File: src/rtl/mem_arbiter32.sv
// mem_arbiter32: shares one 32-bit memory bus between the I (fetch) and D (load/store) ports and
// steers in-order responses through an owner FIFO. Define MEMARB_RR_EN for round-robin arbitration.
`timescale 1ns/1ps
module mem_arbiter32 #(
  parameter int unsigned C_OUTSTANDING_X = 2,
  parameter int unsigned C_STARVE_LIMIT  = 4
) (
  input  logic        clk_i,
  input  logic        reset_i,
  input  logic        clk_en_i,
  input  logic        ireqvalid_i,
  output logic        ireqready_o,
  input  logic [1:0]  ireqhpl_i,
  input  logic [31:0] ireqaddr_i,
  output logic        irspvalid_o,
  input  logic        irspready_i,
  output logic        irsprerr_o,
  output logic [31:0] irspdata_o,
  input  logic        dreqvalid_i,
  output logic        dreqready_o,
  input  logic [1:0]  dreqhpl_i,
  input  logic [31:0] dreqaddr_i,
  input  logic        dreqwr_i,
  input  logic [3:0]  dreqmask_i,
  input  logic [31:0] dreqwdata_i,
  output logic        drspvalid_o,
  input  logic        drspready_i,
  output logic        drsprerr_o,
  output logic [31:0] drspdata_o,
  output logic        mreqvalid_o,
  input  logic        mreqready_i,
  output logic [1:0]  mreqhpl_o,
  output logic [31:0] mreqaddr_o,
  output logic        mreqwr_o,
  output logic [3:0]  mreqmask_o,
  output logic [31:0] mreqwdata_o,
  input  logic        mrspvalid_i,
  output logic        mrspready_o,
  input  logic        mrsprerr_i,
  input  logic [31:0] mrspdata_i,
  output logic        spurious_o
);

  localparam int unsigned DEPTH = 1 << C_OUTSTANDING_X;
  localparam int unsigned PTR_W = C_OUTSTANDING_X;
  localparam int unsigned LVL_W = C_OUTSTANDING_X + 1;

  logic [DEPTH-1:0] owner_q;
  logic [PTR_W-1:0] wr_ptr_q;
  logic [PTR_W-1:0] rd_ptr_q;
  logic [LVL_W-1:0] level_q;
  logic             owner_full;
  logic             owner_empty;
  logic             owner_head;
  logic             sel_d;
  logic             accept;
  logic             pop;

  assign owner_full  = (level_q == LVL_W'(DEPTH));
  assign owner_empty = (level_q == '0);
  assign owner_head  = owner_q[rd_ptr_q];

`ifdef MEMARB_RR_EN
  // Last-grant bit (1 = D); on contention the other requester wins.
  logic last_d_q;

  assign sel_d = dreqvalid_i & ~(ireqvalid_i & last_d_q);

  always_ff @(posedge clk_i) begin : last_grant
    if (reset_i) begin
      last_d_q <= 1'b0;
    end else if (clk_en_i && accept) begin
      last_d_q <= sel_d;
    end
  end
`else
  // D has priority unless I has been held off for C_STARVE_LIMIT cycles.
  logic [3:0] starve_cnt_q;
  logic       starve;

  assign starve = (starve_cnt_q >= 4'(C_STARVE_LIMIT));
  assign sel_d  = dreqvalid_i & ~(ireqvalid_i & starve);

  always_ff @(posedge clk_i) begin : starve_counter
    if (reset_i) begin
      starve_cnt_q <= '0;
    end else if (clk_en_i) begin
      if (ireqvalid_i && !ireqready_o) begin
        if (starve_cnt_q != 4'hF) begin
          starve_cnt_q <= starve_cnt_q + 4'd1;
        end
      end else begin
        starve_cnt_q <= '0;
      end
    end
  end
`endif

  // Request payload mux; an I fetch is always a full-word read.
  always_comb begin : req_mux
    mreqhpl_o   = ireqhpl_i;
    mreqaddr_o  = ireqaddr_i;
    mreqwr_o    = 1'b0;
    mreqmask_o  = 4'hF;
    mreqwdata_o = '0;
    if (sel_d) begin
      mreqhpl_o   = dreqhpl_i;
      mreqaddr_o  = dreqaddr_i;
      mreqwr_o    = dreqwr_i;
      mreqmask_o  = dreqmask_i;
      mreqwdata_o = dreqwdata_i;
    end
  end

  assign mreqvalid_o = (ireqvalid_i | dreqvalid_i) & ~owner_full;
  assign accept      = mreqvalid_o & mreqready_i;
  assign ireqready_o = accept & ~sel_d;
  assign dreqready_o = accept & sel_d;

  // Responses follow the FIFO head; with nothing outstanding they are sunk.
  assign irspvalid_o = mrspvalid_i & ~owner_empty & ~owner_head;
  assign drspvalid_o = mrspvalid_i & ~owner_empty & owner_head;
  assign mrspready_o = owner_empty ? 1'b1 : (owner_head ? drspready_i : irspready_i);
  assign irsprerr_o  = mrsprerr_i;
  assign drsprerr_o  = mrsprerr_i;
  assign irspdata_o  = mrspdata_i;
  assign drspdata_o  = mrspdata_i;
  assign pop         = mrspvalid_i & mrspready_o & ~owner_empty;

  always_ff @(posedge clk_i) begin : owner_fifo
    if (reset_i) begin
      owner_q    <= '0;
      wr_ptr_q   <= '0;
      rd_ptr_q   <= '0;
      level_q    <= '0;
      spurious_o <= 1'b0;
    end else if (clk_en_i) begin
      if (accept) begin
        owner_q[wr_ptr_q] <= sel_d;
        wr_ptr_q          <= wr_ptr_q + PTR_W'(1);
      end
      if (pop) begin
        rd_ptr_q <= rd_ptr_q + PTR_W'(1);
      end
      if (accept && !pop) begin
        level_q <= level_q + LVL_W'(1);
      end else if (!accept && pop) begin
        level_q <= level_q - LVL_W'(1);
      end
      spurious_o <= mrspvalid_i & owner_empty;
    end
  end

endmodule

File: config.mk
export PLATFORM = sky130hd
export DESIGN_NAME = mem_arbiter32
export DESIGN_NICKNAME = d
export VERILOG_FILES = /design/src/rtl/mem_arbiter32.sv
export SDC_FILE = /design/constraint.sdc
export NUM_CORES = 1
export LEC_CHECK = 0
export CORE_AREA = 3 3 113 115
export CTS_CLUSTER_DIAMETER = 60
export DETAILED_ROUTE_END_ITERATION = 7
export DIE_AREA = 0 0 116 118
export PLACE_DENSITY = 0.62
export REMOVE_ABC_BUFFERS = 1
export SKIP_LAST_GASP = 1
export SYNTH_ARGS = -nofsm -noshare
export SYNTH_HDL_FRONTEND = slang
export SYNTH_SLANG_ARGS = --single-unit
File: constraint.sdc
create_clock -name clk_i -period 4.7 [get_ports clk_i]
set_input_delay 0.705 -clock clk_i [delete_from_list [all_inputs] [get_ports clk_i]]
set_output_delay 0.705 -clock clk_i [all_outputs]
set_load 0.02 [all_outputs]
==> flow_summary_export.csv, run 1 <==
group,metric,value,unit
outcome,status,"finished clean",
global_route,grtUsageTotal,16.75,%
timing,tightestPinTransition,1.093,ns
global_route,grt_pass1_vias,2384,
drt,drt_iter0_markers,113,
power,power_frac_seq,21.9,%
placement,hpwl,10850,um
power,comb_power_share,52.0,%
placement,numPortBuffers,191,
cells_and_area,layout-drive-gt1-share,2.968,%
global_route,grt_max_degree,41,
setup_path,critPathMaxFanout,40,
timing,rsz0062_at_grt,"no",
cells_and_area,layout_commonest_cell,"clkdlybuf4s50_1",
timing,setup_viol,0,
timing,post-route-period-util,80.26,%
logic_synthesis,ys_warn_count,0,
clock_tree,cts_tree,"yes",
power,power.leakage,1.647,nW
floorplan,coreArea,0.01191,mm2
power,p_int,0.0004778,W
cells_and_area,fillers,1269,
floorplan,ios,291,
timing,worst_hold_slack,0.4729,ns
floorplan,die-area,0.01369,mm2
power,sw_frac_of_total,31.45,%
clock_tree,cts.sinks,16,
logic_synthesis,netlist_instances,325,
timing,slew_viol_final,0,
clock_tree,cts_buffer_depth,2,
floorplan,fp.dieH,118,um
drt,dr.pass1.iters,4,
clock_tree,cts_max_level,1,
clock_tree,clkLatencyLatePin,0.24,ns
cells_and_area,antenna_cells,0,
power,ir_drop,159.7,uV
logic_synthesis,seq_area_frac_synth,15.27,%
clock_tree,cts.clk_slew.worst_paths,0.05,ns
timing,clock.fmax,0.2651,GHz
power,clkPwrFrac,26.1,%
cells_and_area,area_growth,78.06,%
logic_synthesis,ys_seq_elements,16,
power,p_switching,0.0002192,W
min_path,hold_class,"reg -> reg",
setup_path,crit_path_start_kind,"primary input",
clock_tree,cts-resized-gates,0,
cells_and_area,fin_nets,593,
logic_synthesis,synth.distinct_cells,36,
setup_path,critPathKind,"in -> out",
timing,slew_headroom,27.12,%
global_route,overflow,0,
logic_synthesis,avgSynthCellArea,6.456,um2
global_route,grt_pass1_wl,16790,um
floorplan,rows,40,
drt,vias_per_cell,4.326,
drt,drt-total-wl,12600,um
logic_synthesis,post_synth_instance_area,0.002098,mm2
power,p_per_area,186.6,mW/mm2
clock_tree,cts-buffers-inserted,3,
drt,wire_per_inst,21.53,um
floorplan,start_util,17.62,%
clock_tree,cts_hold_buf,0,
drt,vias,2531,
timing,finalWorstPathRequiredPeriod,3.772,ns
drt,route.detailed.drc,0,
timing,fin_skew,0.001204,ns
drt,antenna_left,0,
clock_tree,cts_setup_buffers,0,
setup_path,cp.arrival,3.07,ns
placement,place.gp.congestion,0.8038,
setup_path,cp.required,3.99,ns
floorplan,fp.dieW,116,um
min_path,hold_path_depth,2,
global_route,antenna_found_initial,0,
timing,fin_setup_tns,0,ns
setup_path,rrSetupSlack,2.01,ns
setup_path,r2r_cells,10,
clock_tree,root_buffer,"clkbuf_16",
setup_path,cp-end-kind,"output pin",
cells_and_area,final_cell_mix,"clkdlybuf4s50_1, nand2_1, and3_1",
timing,hold_viol_final,0,
run,drv_cap,0,
-- power groups by stage --
stage,Clock (W),Sequential (W),Combinational [W]
finish,0.000182,0.000153,0.000362
global route,0.000191,0.000154,0.000390
CTS,0.000185,0.000153,0.000366
detailed placement,0,0.000155,0.000363
global placement,0,0.000155,0.000361
floorplan,0,0.000155,0.000150
-- routing by layer --
metal  share of wire [%]  vias up  GRT usage [%]
met2                  46      209          27.63
li1                    -     1203              -
met3                  17       18          13.42
met5                 1.1        -          9.412
met4                 3.3        4          4.859
met1                  32     1097          15.05
-- registers in the layout, indices dropped and copies added, names as in the netlist --
name / count
wr_ptr_q: 2
starve_cnt_q: 4
rd_ptr_q: 2
owner_q: 4
level_q: 3
spurious_o: 1
-- cell type report --
type	count	area [um2]	area share (%)
Clock buffer	4	88.84	2.378
Inverter	7	26.28	0.7033
Multi-Input combinational cell	217	1182	31.65
Sequential cell	16	320.3	8.573
Tap cell	147	183.9	4.923
Timing Repair Buffer	194	1934	51.78
-- worst max-delay path: stages --
cell and delay, ns:
clkdlybuf4s50_1 0.46, o21ai_2 0.44, and2_1 0.26, buf_4 0.37
nand2_1 0.12, nand2_1 0.08, clkdlybuf4s50_1 0.59
-- synth_stat cells --
master	n	share of area (%)
xnor2_1	3	1.3
o21ai_0	1	0.24
ha_1	6	3.6
a21oi_1	5	1.2
dfxtp_1	16	15
and4b_1	1	0.48
nand2b_1	10	3.0
or4_1	2	0.72
buf_2	2	0.48
a211o_1	1	0.42
clkbuf_1	17	3.0
nand4_1	1	0.30
and4_1	1	0.42
or2_2	2	0.60
or3_1	1	0.30
and3_1	33	9.8
nor3b_1	1	0.36
mux2i_1	8	3.8
and2_1	2	0.60
nand2_1	113	20
fa_1	1	0.95
o31ai_1	2	0.72
and3_2	1	0.36
a2111oi_0	1	0.42
a211oi_1	1	0.36
o22ai_1	1	0.30
nor2_1	9	1.6
nand3_1	2	0.48
a32o_1	2	0.95
xor2_1	1	0.42
inv_1	7	1.3
nor2b_1	2	0.60
o21ai_2	1	0.42
buf_4	66	24
mux4_2	1	1.1
or3b_2	1	0.42
-- path summary, 6_finish.rpt --
| path | from | endpoint |
|---|---|---|
| worst max register to register | rd_ptr_q[0] | level_q[2] |
| worst min register to register | owner_q[2] | owner_q[2] |
| worst min-delay path | owner_q[2] | owner_q[2] |
| worst max-delay path | ireqvalid_i | mreqaddr_o[21] |
-- kinds of logic after synthesis --
| group | count (synthesis) | share of synthesized area, % |
|---|---|---|
| fa+ha+maj | 7 | 4.532 |
| mux | 9 | 4.890 |
| compound gates | 15 | 5.009 |
| buf+inv | 92 | 28.38 |
| simple gates | 182 | 40.25 |
| xor+xnor | 4 | 1.670 |
| flops | 16 | 15.27 |
-- through the flow --
step                      util, %  std cells   power, W  setup slack (ns)  instance area (um2)
final                       31.37        585  0.0006970            0.9279                 3736
after CTS                   31.37        585  0.0007036            0.9184                 3736
after floorplan                 -        240  0.0003047             1.883                 1529
after detailed placement    30.62        581  0.0005189            0.9230                 3647
after global placement      30.62        581  0.0005154             1.014                 3647
after global routing        31.37        585  0.0007348            0.7331                 3736
Note: power is estimated with default switching activity, not from simulation.
==> run 2, diff against run 1 <==
CORE_AREA = 3 3 111 113   (was 3 3 113 115)
DIE_AREA = 0 0 114 116   (was 0 0 116 118)
PLACE_DENSITY = 0.67   (was 0.62)
clock period = 3.3 ns   (was 4.7 ns; I/O delays follow)
==> run 2 against run 1 <==
Register-to-register slack got worse by 1.4 ns. Die area fell by 3.4%. Critical path depth did not move. Total power rose by 44%. Combinational power rose by 44%. Largest cell class unchanged. Highest routed layer unchanged.
==> flow_summary_export.csv, run 2 (same netlist as run 1, synthesis figures left out) <==
group,metric,value,unit
outcome,status,"finished clean",
cells_and_area,layout_commonest_cell,"clkdlybuf4s50_1",
setup_path,critPathBufInv,3,
cells_and_area,final_cell_mix,"clkdlybuf4s50_1, nand2_1, and3_1",
clock_tree,cts_setup_buffers,0,
floorplan,fp.dieW,114,um
clock_tree,clkLatencyLatePin,0.25,ns
drt,antenna_left,0,
global_route,overflow,0,
power,ir_drop,213.6,uV
min_path,hold_class,"reg -> reg",
placement,place_inst,578,
timing,slew_headroom,61.43,%
clock_tree,cts_tree,"yes",
setup_path,cp-end-kind,"output pin",
setup_path,path_depth,7,
setup_path,rrSetupSlack,0.61,ns
timing,clock.fmax,0.3388,GHz
floorplan,die-area,0.01322,mm2
timing,fin_setup_tns,0,ns
cells_and_area,fin_area,0.003751,mm2
setup_path,cp.arrival,2.46,ns
cells_and_area,fillers,1218,
setup_path,worstPathCellList,"clkdlybuf4s50_1, o21ai_2, nand2_1, buf_4, nand2_1, nand2_1, clkdlybuf4s50_1",
clock_tree,root_buffer,"clkbuf_16",
global_route,grt_pass1_wl,15620,um
timing,finalWorstPathRequiredPeriod,2.952,ns
cells_and_area,area_growth,78.77,%
clock_tree,cts-buffers-inserted,3,
floorplan,fp.dieH,116,um
global_route,grt_pass1_vias,2403,
setup_path,crit_path_start_kind,"primary input",
setup_path,endpoint,"mreqaddr_o[20]",
setup_path,critPathKind,"in -> out",
floorplan,ios,291,
floorplan,coreArea,0.01142,mm2
setup_path,max_stage_delay,0.60,ns
clock_tree,cts_buffer_depth,2,
clock_tree,cts.clk_slew.worst_paths,0.05,ns
clock_tree,cts_max_level,1,
timing,slew_viol_final,0,
setup_path,critPathMaxFanout,36,
timing,rsz0062_at_grt,"no",
placement,numPortBuffers,191,
drt,route.detailed.drc,0,
global_route,grt_max_degree,39,
placement,hpwl,9995,um
drt,drt_iter0_markers,129,
cells_and_area,reg.largest.list,"owner_q: 4 flops, starve_cnt_q: 4 flops, level_q: 3 flops",
drt,vias,2537,
floorplan,start_util,18.38,%
global_route,grtUsageTotal,15.98,%
clock_tree,cts_hold_buf,0,
power,p_per_area,266.8,mW/mm2
run,drv_cap,0,
cells_and_area,fin_util,32.85,%
placement,place.gp.congestion,0.7791,
timing,fin_skew,0.0005861,ns
min_path,min_from,"owner_q[1]",
global_route,antenna_found_initial,0,
cells_and_area,final_cell_count_no_fill,582,
power,power.leakage,1.656,nW
clock_tree,cts-resized-gates,0,
setup_path,slowest_stage,"clkdlybuf4s50_1",
setup_path,crit_start,"ireqvalid_i",
timing,setup_viol,0,
floorplan,rows,39,
drt,dr.pass1.iters,5,
placement,postPlaceCellArea,0.003662,mm2
setup_path,crit_top_cell,"nand2_1",
drt,drt-total-wl,11650,um
drt,wire_per_inst,20.02,um
timing,tightestPinTransition,0.5767,ns
setup_path,r2r_end,"level_q[2]",
setup_path,crit_family,"buffers and inverters",
setup_path,cp.required,2.80,ns
clock_tree,cts.sinks,16,
setup_path,r2r_cells,10,
cells_and_area,layout-drive-gt1-share,3.189,%
cells_and_area,antenna_cells,0,
drt,vias_per_cell,4.359,
timing,hold_viol_final,0,
cells_and_area,fin_nets,594,
timing,post-route-period-util,89.45,%
setup_path,worstReg2RegStart,"rd_ptr_q[0]",
## run 2: cell count changes in the layout (fill, tap and decap cells not counted), sizes merged
cell / previous run / this run
buf: 3 / 4
## run 2: final cells by class
type / instances / area, um2 / area share (%)
repair buffers: 195 / 1954 / 52.10
clock buffers: 4 / 88.84 / 2.368
inverters: 7 / 26.28 / 0.7005
well taps: 143 / 178.9 / 4.770
multi-input cells: 217 / 1182 / 31.52
flip-flops and latches: 16 / 320.3 / 8.539
## run 2: worst reg2reg max path: cells and delay by family (launching register included)
family        cells  cell delay [ns]
flops             1             0.39
buf+inv           1             0.06
fa+ha+maj         2             0.56
mux               2             0.93
simple gates      3             0.33
xor+xnor          2             0.29
## run 2: stage by stage
step / power [W] / setup slack [ns] / hold WS, ns
2_1_floorplan: 0.0004340 / 0.7790 / 0.4485
3_3_place_gp: 0.0007362 / 0.3982 / 0.4646
3_5_place_dp: 0.0007450 / 0.3496 / 0.4754
4_1_cts: 0.001014 / 0.3462 / 0.4849
5_1_grt: 0.001060 / 0.2047 / 0.5001
6_report: 0.001001 / 0.3483 / 0.4804
## run 2: routing by layer
metal / vias up / global-route usage (%) / wire (um)
met5: - / 8.519 / 118
met4: 4 / 4.117 / 231
met3: 12 / 12.64 / 2094
met2: 197 / 23.77 / 5137
met1: 1121 / 17.05 / 4068
li1: 1203 / - / -
## run 2: how the worst min path moves through the flow
stage / endpoint / slack, ns / cells past startpoint
2_1_floorplan: owner_q[2] / 0.45 / 2
3_3_place_gp: owner_q[2] / 0.46 / 2
3_5_place_dp: owner_q[1] / 0.48 / 2
4_1_cts: owner_q[1] / 0.48 / 2
5_1_grt: owner_q[0] / 0.50 / 2
6_report: owner_q[1] / 0.48 / 2
## run 2: power by group
group / switching [W] / leakage (nW) / internal (W)
logic: 0.000228 / 1.48 / 0.000293
registers: 0.0000115 / 0.130 / 0.000206
clock network: 0.0000775 / 0.0442 / 0.000184
==> run 3, diff against run 2 <==
CTS_CLUSTER_SIZE = 10   (was default)
==> results of run 3 <==
No change in the layout: final DEF, timing and power equal those of run 2.
